**config.mk**
```make
export PLATFORM = sky130hd
export DESIGN_NAME = jtdd_rom_arb
export DESIGN_NICKNAME = d
export VERILOG_FILES = /design/src/rtl/jtdd_rom_arb.sv
export SDC_FILE = /design/constraint.sdc
export NUM_CORES = 1
export LEC_CHECK = 0
export CAP_MARGIN = 20
export CORE_UTILIZATION = 50
export CTS_CLUSTER_SIZE = 28
export DETAILED_ROUTE_END_ITERATION = 8
export GPL_TIMING_DRIVEN = 0
export PLACE_DENSITY = 0.85
export SLEW_MARGIN = 20
export SYNTH_ARGS = -nofsm -noshare
export SYNTH_HDL_FRONTEND = slang
export SYNTH_SLANG_ARGS = --single-unit
```
**constraint.sdc**
```tcl
create_clock -name clk -period 3.9 [get_ports clk]
set_input_delay 0.585 -clock clk [delete_from_list [all_inputs] [get_ports clk]]
set_output_delay 0.585 -clock clk [all_outputs]
set_load 0.005 [all_outputs]
```
**src/rtl/jtdd_rom_arb.sv**
```systemverilog
// Arbitrates one SDRAM read port among the char, scroll and object ROM clients.
// Each client keeps a one-word cache; misses are served round-robin, one word at a time.
module jtdd_rom_arb #(
  parameter logic [21:0] CHAR_OFFSET = 22'h00000,
  parameter logic [21:0] SCR_OFFSET  = 22'h08000,
  parameter logic [21:0] OBJ_OFFSET  = 22'h18000
) (
  input  logic        clk,
  input  logic        rst_n,
  input  logic        char_cs,
  input  logic [15:0] char_addr,
  output logic [7:0]  char_data,
  output logic        char_ok,
  input  logic        scr_cs,
  input  logic [16:0] scr_addr,
  output logic [15:0] scr_data,
  output logic        scr_ok,
  input  logic        obj_cs,
  input  logic [18:0] obj_addr,
  output logic [15:0] obj_data,
  output logic        obj_ok,
  output logic [21:0] sdram_addr,
  output logic        sdram_req,
  input  logic        sdram_ack,
  input  logic        sdram_rdy,
  input  logic [15:0] sdram_din
);

  localparam int unsigned AW = 22;
  localparam int unsigned DW = 16;
  localparam int unsigned FW = 19;

  typedef enum logic [1:0] {ST_IDLE, ST_WAIT_ACK, ST_WAIT_RDY, ST_DONE} state_t;
  typedef enum logic [1:0] {CL_CHAR = 2'd0, CL_SCR = 2'd1, CL_OBJ = 2'd2} client_t;

  state_t          state_q, state_d;
  client_t         gnt_q, gnt_d;
  client_t         last_q;
  logic [FW-1:0]   fl_addr_q, fl_addr_d;
  logic [AW-1:0]   sdram_addr_q, sdram_addr_d;
  logic            sdram_req_q, sdram_req_d;
  logic            fill;

  logic [2:0]      valid_q;
  logic [14:0]     char_tag_q;
  logic [16:0]     scr_tag_q;
  logic [18:0]     obj_tag_q;
  logic [DW-1:0]   char_word_q, scr_word_q, obj_word_q;

  logic [2:0]      pending;
  logic            pick_valid;
  client_t         pick;
  logic [FW-1:0]   pick_addr;
  logic [AW-1:0]   pick_sdram;

  // Hit detection is combinational so a changed address drops ok immediately
  assign char_ok   = char_cs & valid_q[0] & (char_tag_q == char_addr[15:1]);
  assign scr_ok    = scr_cs  & valid_q[1] & (scr_tag_q  == scr_addr);
  assign obj_ok    = obj_cs  & valid_q[2] & (obj_tag_q  == obj_addr);
  assign char_data = char_addr[0] ? char_word_q[15:8] : char_word_q[7:0];
  assign scr_data  = scr_word_q;
  assign obj_data  = obj_word_q;
  assign sdram_addr = sdram_addr_q;
  assign sdram_req  = sdram_req_q;

  assign pending    = {obj_cs & ~obj_ok, scr_cs & ~scr_ok, char_cs & ~char_ok};
  assign pick_valid = |pending;

  // Round-robin: search starts at the client after the last one served
  always_comb begin
    pick = CL_CHAR;
    unique case (last_q)
      CL_CHAR: begin
        if (pending[1])      pick = CL_SCR;
        else if (pending[2]) pick = CL_OBJ;
        else                 pick = CL_CHAR;
      end
      CL_SCR: begin
        if (pending[2])      pick = CL_OBJ;
        else if (pending[0]) pick = CL_CHAR;
        else                 pick = CL_SCR;
      end
      default: begin
        if (pending[0])      pick = CL_CHAR;
        else if (pending[1]) pick = CL_SCR;
        else                 pick = CL_OBJ;
      end
    endcase
  end

  always_comb begin
    pick_addr  = FW'(char_addr);
    pick_sdram = CHAR_OFFSET + AW'(char_addr[15:1]);
    unique case (pick)
      CL_SCR: begin
        pick_addr  = FW'(scr_addr);
        pick_sdram = SCR_OFFSET + AW'(scr_addr);
      end
      CL_OBJ: begin
        pick_addr  = obj_addr;
        pick_sdram = OBJ_OFFSET + AW'(obj_addr);
      end
      default: ;
    endcase
  end

  always_comb begin
    state_d      = state_q;
    gnt_d        = gnt_q;
    fl_addr_d    = fl_addr_q;
    sdram_addr_d = sdram_addr_q;
    sdram_req_d  = sdram_req_q;
    fill         = 1'b0;
    unique case (state_q)
      ST_IDLE: begin
        if (pick_valid) begin
          gnt_d        = pick;
          fl_addr_d    = pick_addr;
          sdram_addr_d = pick_sdram;
          sdram_req_d  = 1'b1;
          state_d      = ST_WAIT_ACK;
        end
      end
      ST_WAIT_ACK: begin
        if (sdram_ack) begin
          sdram_req_d = 1'b0;
          if (sdram_rdy) begin
            fill    = 1'b1;
            state_d = ST_DONE;
          end else begin
            state_d = ST_WAIT_RDY;
          end
        end
      end
      ST_WAIT_RDY: begin
        if (sdram_rdy) begin
          fill    = 1'b1;
          state_d = ST_DONE;
        end
      end
      default: state_d = ST_IDLE;
    endcase
  end

  always_ff @(posedge clk or negedge rst_n) begin
    if (!rst_n) begin
      state_q      <= ST_IDLE;
      gnt_q        <= CL_CHAR;
      fl_addr_q    <= '0;
      sdram_addr_q <= '0;
      sdram_req_q  <= 1'b0;
    end else begin
      state_q      <= state_d;
      gnt_q        <= gnt_d;
      fl_addr_q    <= fl_addr_d;
      sdram_addr_q <= sdram_addr_d;
      sdram_req_q  <= sdram_req_d;
    end
  end

  // Cache fill stores the address latched at grant, even if the client has moved on
  always_ff @(posedge clk or negedge rst_n) begin
    if (!rst_n) begin
      valid_q     <= '0;
      last_q      <= CL_OBJ;
      char_tag_q  <= '0;
      scr_tag_q   <= '0;
      obj_tag_q   <= '0;
      char_word_q <= '0;
      scr_word_q  <= '0;
      obj_word_q  <= '0;
    end else if (fill) begin
      last_q <= gnt_q;
      unique case (gnt_q)
        CL_SCR: begin
          valid_q[1] <= 1'b1;
          scr_tag_q  <= fl_addr_q[16:0];
          scr_word_q <= sdram_din;
        end
        CL_OBJ: begin
          valid_q[2] <= 1'b1;
          obj_tag_q  <= fl_addr_q;
          obj_word_q <= sdram_din;
        end
        default: begin
          valid_q[0]  <= 1'b1;
          char_tag_q  <= fl_addr_q[15:1];
          char_word_q <= sdram_din;
        end
      endcase
    end
  end

endmodule

```
* After elaboration in Yosys (flattened, before gate mapping) *
Index checks and enable logic that the tools add are counted.

word-level totals
  ROM bits = 0
  input port bits = 75
  bits in latches = 0
  memories = 0
  bits in writable memories = 0
  flip-flop bits (word level) = 150

operators by class
  reductions and logical operators = 11
  mux-type cells = 21
  bitwise operators = 13
  div/mod/pow operators = 0
  shift operators = 0
  multipliers = 0
  $lt $le $gt $ge = 0
  $add $sub $neg = 2
  equal/unequal tests = 13

operators by type and width
  cell                    count
  $pmux 20 s2             1
  $pmux 19 s2             1
  $add 17x19->20 const A  1
  $eq 19x19->1            1
  $add 16x17->18 const A  1
  $eq 17x17->1            1
  $mux 2                  8
  $eq 15x15->1            1
  $and 1x1->1             9
  $eq 2x1->1 const B      4
  $mux 8                  1
  $reduce_and 2->1        4
  $eq 2x2->1 const B      3
  $mux 1                  6
  $ne 2x2->1 const B      3
  $pmux 2 s3              1
  $reduce_and 3->1        2
  $logic_not 2->1         2
  $not 1->1               4
  $pmux 1 s2              2
  $pmux 2 s2              1
  $reduce_or 3->1         1
  $reduce_bool 2->1       1
  $reduce_or 2->1         1

* Longest topological paths before layout *
Gate-level depths: netlist of run 1.

  depth after elaboration = 9
  gate-level depth with buffers = 13

* Worst setup path before layout of run 1 *
OpenSTA, ideal clock, no wires.

  path kind = in2reg
  start = input port scr_addr[8]
  end = register sdram_addr_q[13], in the netlist sdram_addr[13]
  arrival = 3.138 ns
  buffers on the path = 2
  slack = 0.637 ns
  stages on the path = 13
  data required time = 3.775 ns
  path through = xor2_1 -> nor4_1 -> nand3_1 -> o311a_2 -> o32ai_2 -> inv_2 -> ha_1 -> nor2b_1 -> clkbuf_1 -> buf_1 -> a22oi_1 -> nand2_1 -> mux2_4

between the ends
  cells in the longest elaborated chain, start to end = 9

ends and longest elaborated chain
  item                                      line  text
  start, declared                           15    input logic [16:0] scr_addr,
  $eq 17x17->1 (*)                          58    assign scr_ok = scr_cs & valid_q[1] & (scr_tag_q == scr_addr);
  $and 1x1->1 (*)                           58
  $not 1->1 (*)                             66    assign pending = {obj_cs & ~obj_ok, scr_cs & ~scr_ok, char_cs & ~char_ok};
  $and 1x1->1 (*)                           66
  $mux 2                                    85    else if (pending[1]) pick = CL_SCR;
  $mux 2                                    84    if (pending[0]) pick = CL_CHAR;
  $pmux 2 s2 (*)                            72    unique case (last_q)
  named net pick[1]                         52    client_t pick;
  $eq 2x2->1 or $eq 2x1->1 (tied branches)  94    unique case (pick)
  $pmux 20 s2 (*)                           94
  end signal, assigned                      156   sdram_addr_q <= sdram_addr_d;
  end, declared                             40    logic [AW-1:0] sdram_addr_q, sdram_addr_d;

Mark *: on every way through the listed nets, which the timed path passes. The rest lies on a longest branch.
A chain may end at the register's enable or synchronous reset.

* Worst setup path after layout of run 1 *
  start = input port scr_addr[2]
  end = register sdram_addr_q[14], in the netlist sdram_addr[14]

The elaborated chain is that of the path after synthesis.

==> flow_metrics.tcl, run 1 <==
set metrics [dict create \
    globalplace.congestion 0.8639 \
    core_area_mm2 0.01383 \
    fin_crit_sh 0.9675 \
    whs_ns 0.07549 \
    wl_per_cell_um 20.65 \
    worstPathArrival_ns 4.09 \
    cp-startpoint "scr_addr[2]" \
    postRouteAntennaNets 0 \
    cts_buffers 17 \
    start_kind "primary input" \
    cts-htree-levels 4 \
    ys_ff_latch 148 \
    max_freq_ghz 0.2650 \
    cts_root_buffer "clkbuf_16" \
    hold_violations 0 \
    synth_edf_count 0 \
    worst_slack_ns 0.1268 \
    hold_class "primary input to asynchronous set/reset pin" \
    clkSlewWorstSetupHoldPaths_ns 0.06 \
    yosys.area.top_type "dfrtp_1" \
    seq_area_mm2 0.003705 \
    via_per_inst 5.543 \
    clockBufferDepth 2 \
    final_core_util 0.6818 \
    worstSetupEndpoint "sdram_addr[14]" \
    fp.dieW_um 121.1 \
    yosysSeqAreaShare 0.5228 \
    diodes 0 \
    ys.flop_type "dfrtp_1" \
    reg2reg_slack_ns 0.36 \
    nets 789 \
    dp_slack_ns -0.8232 \
    endpoint_kind "flop" \
    final.fill_count 945 \
    insertion_delay_ns 0.43 \
    synth.avg_cell_area_um2 13.10 \
    vdd_ir_drop_max_mv 0.4754 \
    drtPass1Iterations 5 \
    track_usage 0.2706 \
    finalWirelength_um 18520 \
    holdBufCountCts 0 \
    ios 141 \
    grt_pass1_wl_um 29330 \
    synth_area_mm2 0.007087 \
    worstMarginPinSlew_ns 0.8258 \
    cap_violations 0 \
    drt-initial-drc-count 347 \
    grt_max_degree 94 \
    fin_cells 897 \
    cts_tree "built" \
    leakage_nw 4.310 \
    cellPowerDensity_mw_per_mm2 811.1 \
    dpl.hpwl_um 13030 \
    vias 4972 \
    status "completed" \
    yosys.cell_types.count 43 \
    dieArea_mm2 0.01465 \
    finalCriticalPeriod_ns 3.773 \
    setup_viol 0 \
    placed_cells 860 \
    multi_input_area_mm2 0.003229 \
    path_max_fanout 10 \
    synth.top_cell.area_share 0.5191 \
    slew_viol_final 0 \
    drive_above_1_share 0.3026 \
    async_reset_ff_frac 1.000 \
    grt_pass1_vias 5356 \
    start_util 0.5125 \
    cp.required_ns 4.22 \
    fin_setup_tns_ns 0 \
    chipHeight_um 121.1 \
    crit_type "primary input to flop" \
    design_area_mm2 0.009428 \
    reg2reg_from "scr_tag_q[10]" \
    placed_area_mm2 0.008720 \
    antenna_found_initial 0 \
    fin_skew_ns 0.01606 \
    r2r_end "sdram_addr[14]" \
    slew_headroom 0.4495 \
    reg2reg_depth 12 \
    syn_inst 541 \
    num_rows 43 \
    rsz0062_at_grt "no" \
    grt_overflow 0 \
    netlist_top_cells_area "dfrtp_1, mux2_2, mux2_4, xor2_1, nand2_1" \
    yosysWarnings 0 \
    syn_to_final_growth_pct 33.03 \
    clkSinkCount 148 \
    total_power_mw 7.647 \
    io_buffers 137 \
    drc 0 \
]
## cell usage in the layout, fill, tap and decap left out, types with 4 or more instances in the layout
cell,netlist,layout
a21oi_1,4,4
a22oi_1,17,15
and2_1,4,4
buf_1,8,6
buf_2,3,5
buf_4,2,7
buf_6,4,4
bufinv_16,0,4
clkbuf_1,7,4
clkbuf_16,0,17
clkdlybuf4s50_1,0,136
clkinvlp_4,0,4
dfrtp_1,147,147
ha_1,10,10
inv_1,15,15
mux2_2,109,109
mux2_4,38,38
nand2_1,58,57
nand3_1,6,6
nor2_1,5,5
nor4_1,11,9
o21ai_0,8,8
xnor2_1,8,8
xor2_1,45,45
## final cells by class
class / instances / area share
sequential: 148 / 0.3930
multi-input combinational: 354 / 0.3425
timing repair buffer: 143 / 0.1529
clock buffer: 17 / 0.04512
tap: 180 / 0.02389
clock inverter: 15 / 0.02163
buffer: 24 / 0.01460
inverter: 16 / 0.006370
## how the worst min path moves through the flow
| stage | start | end | slack [ns] | cells past startpoint |
|---|---|---|---|---|
| 5_1_grt | rst_n | sdram_req | 0.11 | 1 |
| 2_1_floorplan | rst_n | char_tag_q[0] | 0.29 | 0 |
| 4_1_cts | rst_n | sdram_req | 0.09 | 1 |
| 6_report | rst_n | sdram_req | 0.08 | 1 |
| 3_3_place_gp | valid_q[2] | valid_q[2] | 0.45 | 1 |
| 3_5_place_dp | valid_q[0] | valid_q[0] | 0.46 | 1 |
## cell usage after synthesis (all sizes together), types with 4 or more instances
library cell	number
xor2	45
a22oi	17
nand3	6
nand2	58
and2	4
buf	17
ha	10
inv	16
o21ai	9
xnor2	8
mux2	147
dfrtp	147
nor4	11
clkbuf	7
a21oi	4
nor2	5
## power by group
part	total [mW]	switching (mW)	leakage [nW]	internal, mW
Sequential	2.72	0.477	1.87	2.24
Combinational	3.18	1.33	2.15	1.84
Clock	1.75	0.680	0.296	1.07
Total	7.65	2.49	4.31	5.16
## state kept, by name (all words and copies together) (netlist names)
register	cells
state_q	2
char_word_q	16
sdram_addr	20
scr_data	16
gnt_q	2
obj_tag_q	19
obj_data	16
sdram_req	1
last_q	2
scr_tag_q	17
valid_q	3
char_tag_q	15
fl_addr_q	19
## routing by layer
layer / vias up / global-route usage / share of wire
li1: 2214 / - / -
met1: 2532 / 0.3337 / 0.41
met2: 185 / 0.4300 / 0.48
met3: 41 / 0.09258 / 0.075
met4: 0 / 0.1188 / 0.028
met5: - / 0 / 0
## critical path, cell delays in order
cell and delay, ns:
clkdlybuf4s50_1 0.50, xor2_1 0.22, nor4_2 0.28, nand3_1 0.18, o311a_2 0.45, o32ai_2 0.32
inv_2 0.07, ha_1 0.20, nor2b_1 0.14, clkbuf_2 0.23, buf_2 0.27, a22oi_1 0.24
nand2_1 0.13, mux2_4 0.27
## timing repair
action | in CTS | in global routing
setup endpoints to repair | 32 | 30
setup buffers | 2 | 3
resized for setup | 6 | 6
pin swaps | 1 | 2
## kinds of logic after synthesis
kind of cell               after synthesis  synth area share
AOI/OAI and AO/OA                       44           0.04873
and+or+nand+nor                         96           0.06126
xor gates and xnor gates                53           0.06550
DFF                                    148            0.5228
adders and majority gates               10           0.01766
muxes                                  149            0.2565
other                                    1         0.0005292
buffers and inverters                   40           0.02701
(Power assumes the default switching activity.)
==> run 2: changes to the inputs <==
--- a/config.mk
+++ b/config.mk
@@ -7,6 +7,7 @@
 export LEC_CHECK = 0
 export CAP_MARGIN = 20
 export CORE_UTILIZATION = 50
+export CTS_CLUSTER_DIAMETER = 200
 export CTS_CLUSTER_SIZE = 28
 export DETAILED_ROUTE_END_ITERATION = 8
 export GPL_TIMING_DRIVEN = 0
==> results of run 2 <==
Final layout, timing and power as in run 1 (identical DEF).
==> run 3: changes to the inputs <==
--- a/config.mk
+++ b/config.mk
@@ -11,7 +11,7 @@
 export CTS_CLUSTER_SIZE = 28
 export DETAILED_ROUTE_END_ITERATION = 8
 export GPL_TIMING_DRIVEN = 0
-export PLACE_DENSITY = 0.85
+export PLACE_DENSITY = 0.79
 export SLEW_MARGIN = 20
 export SYNTH_ARGS = -nofsm -noshare
 export SYNTH_HDL_FRONTEND = slang
==> flow_metrics.tcl, run 3 (synthesis results as in run 1) <==
set metrics [dict create \
    status "completed" \
    reg2reg_slack_ns 0.37 \
    seq_area_mm2 0.003705 \
    core_area_mm2 0.01383 \
    grt_max_degree 102 \
    antenna_found_initial 0 \
    finalWirelength_um 18030 \
    via_per_inst 5.481 \
    endpoint_kind "flop" \
    cts-htree-levels 4 \
    ios 141 \
    start_util 0.5125 \
    cp.required_ns 4.21 \
    drive_above_1_share 0.3050 \
    worstPathArrival_ns 4.05 \
    crit_type "primary input to flop" \
    clockPowerShare 0.213 \
    start_kind "primary input" \
    total_power_mw 7.474 \
    path_max_fanout 10 \
    clockBufferDepth 2 \
    vias 4922 \
    hold_class "primary input to asynchronous set/reset pin" \
    slew_headroom 0.4721 \
    cts_tree "built" \
    dieArea_mm2 0.01465 \
    cap_violations 0 \
    vdd_ir_drop_max_mv 0.4132 \
    drtPass1Iterations 5 \
    clkSlewWorstSetupHoldPaths_ns 0.06 \
    largest_reg_flops 20 \
    r2r_end "sdram_addr[14]" \
    placed_area_mm2 0.008720 \
    fin_skew_ns 0.007573 \
    layout.cells.most_common_list "dfrtp_1, clkdlybuf4s50_1, mux2_2, nand2_1, xor2_1" \
    cts_root_buffer "clkbuf_16" \
    final.fill_count 971 \
    setup_viol 0 \
    final_common_cell "dfrtp_1" \
    hold_violations 0 \
    diodes 0 \
    swShare 0.3297 \
    track_usage 0.2604 \
    insertion_delay_ns 0.43 \
    reg2reg_depth 13 \
    combPwrFrac 0.425 \
    switching_power_mw 2.464 \
    grt_overflow 0 \
    finalCriticalPeriod_ns 3.737 \
    drt-initial-drc-count 353 \
    grt_pass1_vias 5214 \
    syn_to_final_growth_pct 32.52 \
    final_core_util 0.6792 \
    critPathBufInv 4 \
    crit_chain "clkdlybuf4s50_1 > xor2_1 > nor4_1 > nand3_1 > o311a_2 > o32ai_2 > inv_2 > ha_1 > nor2b_1 > clkbuf_2 > buf_4 > a22oi_1 > nand2_1 > mux2_4" \
    drc 0 \
    cts_buffers 17 \
    globalplace.congestion 0.9038 \
    reg2reg_from "obj_tag_q[9]" \
    slew_viol_final 0 \
    clkSinkCount 148 \
    worstMarginPinSlew_ns 0.7918 \
    design_area_mm2 0.009392 \
    leakage_nw 4.302 \
    fin_crit_sh 0.9583 \
    nets 790 \
    critPathTopFamily "buffers and inverters" \
    postRouteAntennaNets 0 \
    fp.dieW_um 121.1 \
    wl_per_cell_um 20.08 \
    seqPwrFrac 0.362 \
    grt_pass1_wl_um 28140 \
    chipHeight_um 121.1 \
    max_freq_ghz 0.2676 \
    slowest_stage "clkdlybuf4s50_1" \
    dpl.hpwl_um 13190 \
    critPathMaxStageDelay_ns 0.48 \
    cellPowerDensity_mw_per_mm2 795.8 \
    multi_input_area_mm2 0.003236 \
    p_int_mw 5.009 \
    rsz0062_at_grt "yes" \
    num_rows 43 \
    io_buffers 137 \
]
-- run 3: metrics by stage --
stage | TNS [ns] | hold slack (ns) | setup slack [ns] | std cells
final | 0 | 0.04997 | 0.1628 | 898
after global routing | -0.005817 | 0.08096 | -0.005817 | 898
after CTS | 0 | 0.06265 | 0.01406 | 893
after detailed placement | -23.38 | 0.4634 | -0.8372 | 860
after global placement | -539.59 | 0.4508 | -3.524 | 859
after floorplan | 0 | 0.2894 | 0.6372 | 542
-- run 3: routing by layer --
metal  vias to the layer above  GRT usage  routed length, um
met2                       173     0.4057               8487
li1                       2224          -                  -
met5                         -          0                  0
met3                        39    0.06485               1157
met4                         0     0.1196                546
met1                      2486     0.3426               7837
-- run 3: worst max-delay path by stage --
| stage | slack, ns | start | endpoint | cells after the start |
|---|---|---|---|---|
| after floorplan | 0.64 | scr_addr[8] | sdram_addr[13] | 13 |
| after global placement | -3.52 | rst_n | scr_data[0] | 1 |
| after detailed placement | -0.84 | scr_addr[2] | sdram_addr[13] | 13 |
| after CTS | 0.01 | char_addr[4] | sdram_addr[3] | 14 |
| after global routing | -0.006 | scr_addr[16] | sdram_addr[1] | 14 |
| final | 0.16 | scr_addr[1] | sdram_addr[14] | 14 |
-- run 3: layout make-up --
class | instances | share of cell area
plain buffers | 24 | 0.01492
clock buffers | 19 | 0.04823
clock inverters | 13 | 0.01319
inverters | 16 | 0.006395
multi-input cells | 354 | 0.3445
flip-flops and latches | 148 | 0.3945
well taps | 180 | 0.02398
repair buffers | 144 | 0.1543
-- run 3: timing repair --
item                       CTS  global route
setup endpoints to repair   30            30
buffers inserted             1             5
gates resized for setup      6            10
hold buffers                 0             0
pin swaps                    1             3
hold endpoints to repair     0             0
-- run 3: worst register-to-register path, stage by stage (launching register included) --
cell	delay (ns)
dfrtp_1	0.40
xor2_1	0.19
nor4_2	0.39
nand3_1	0.22
o21ai_4	0.30
nand3_1	0.16
a22o_1	0.25
ha_1	0.34
nor2b_1	0.07
clkbuf_2	0.24
buf_4	0.26
a22oi_1	0.23
nand2_1	0.12
mux2_4	0.26
-- run 3: power by group through the flow --
stage | clock (mW) | combinational (mW) | sequential (mW)
finish | 1.59 | 3.18 | 2.71
global route | 1.68 | 3.42 | 2.79
CTS | 1.62 | 3.16 | 2.70
detailed placement | 0 | 3.12 | 2.72
global placement | 0 | 3.04 | 2.66
floorplan | 0 | 1.92 | 2.62
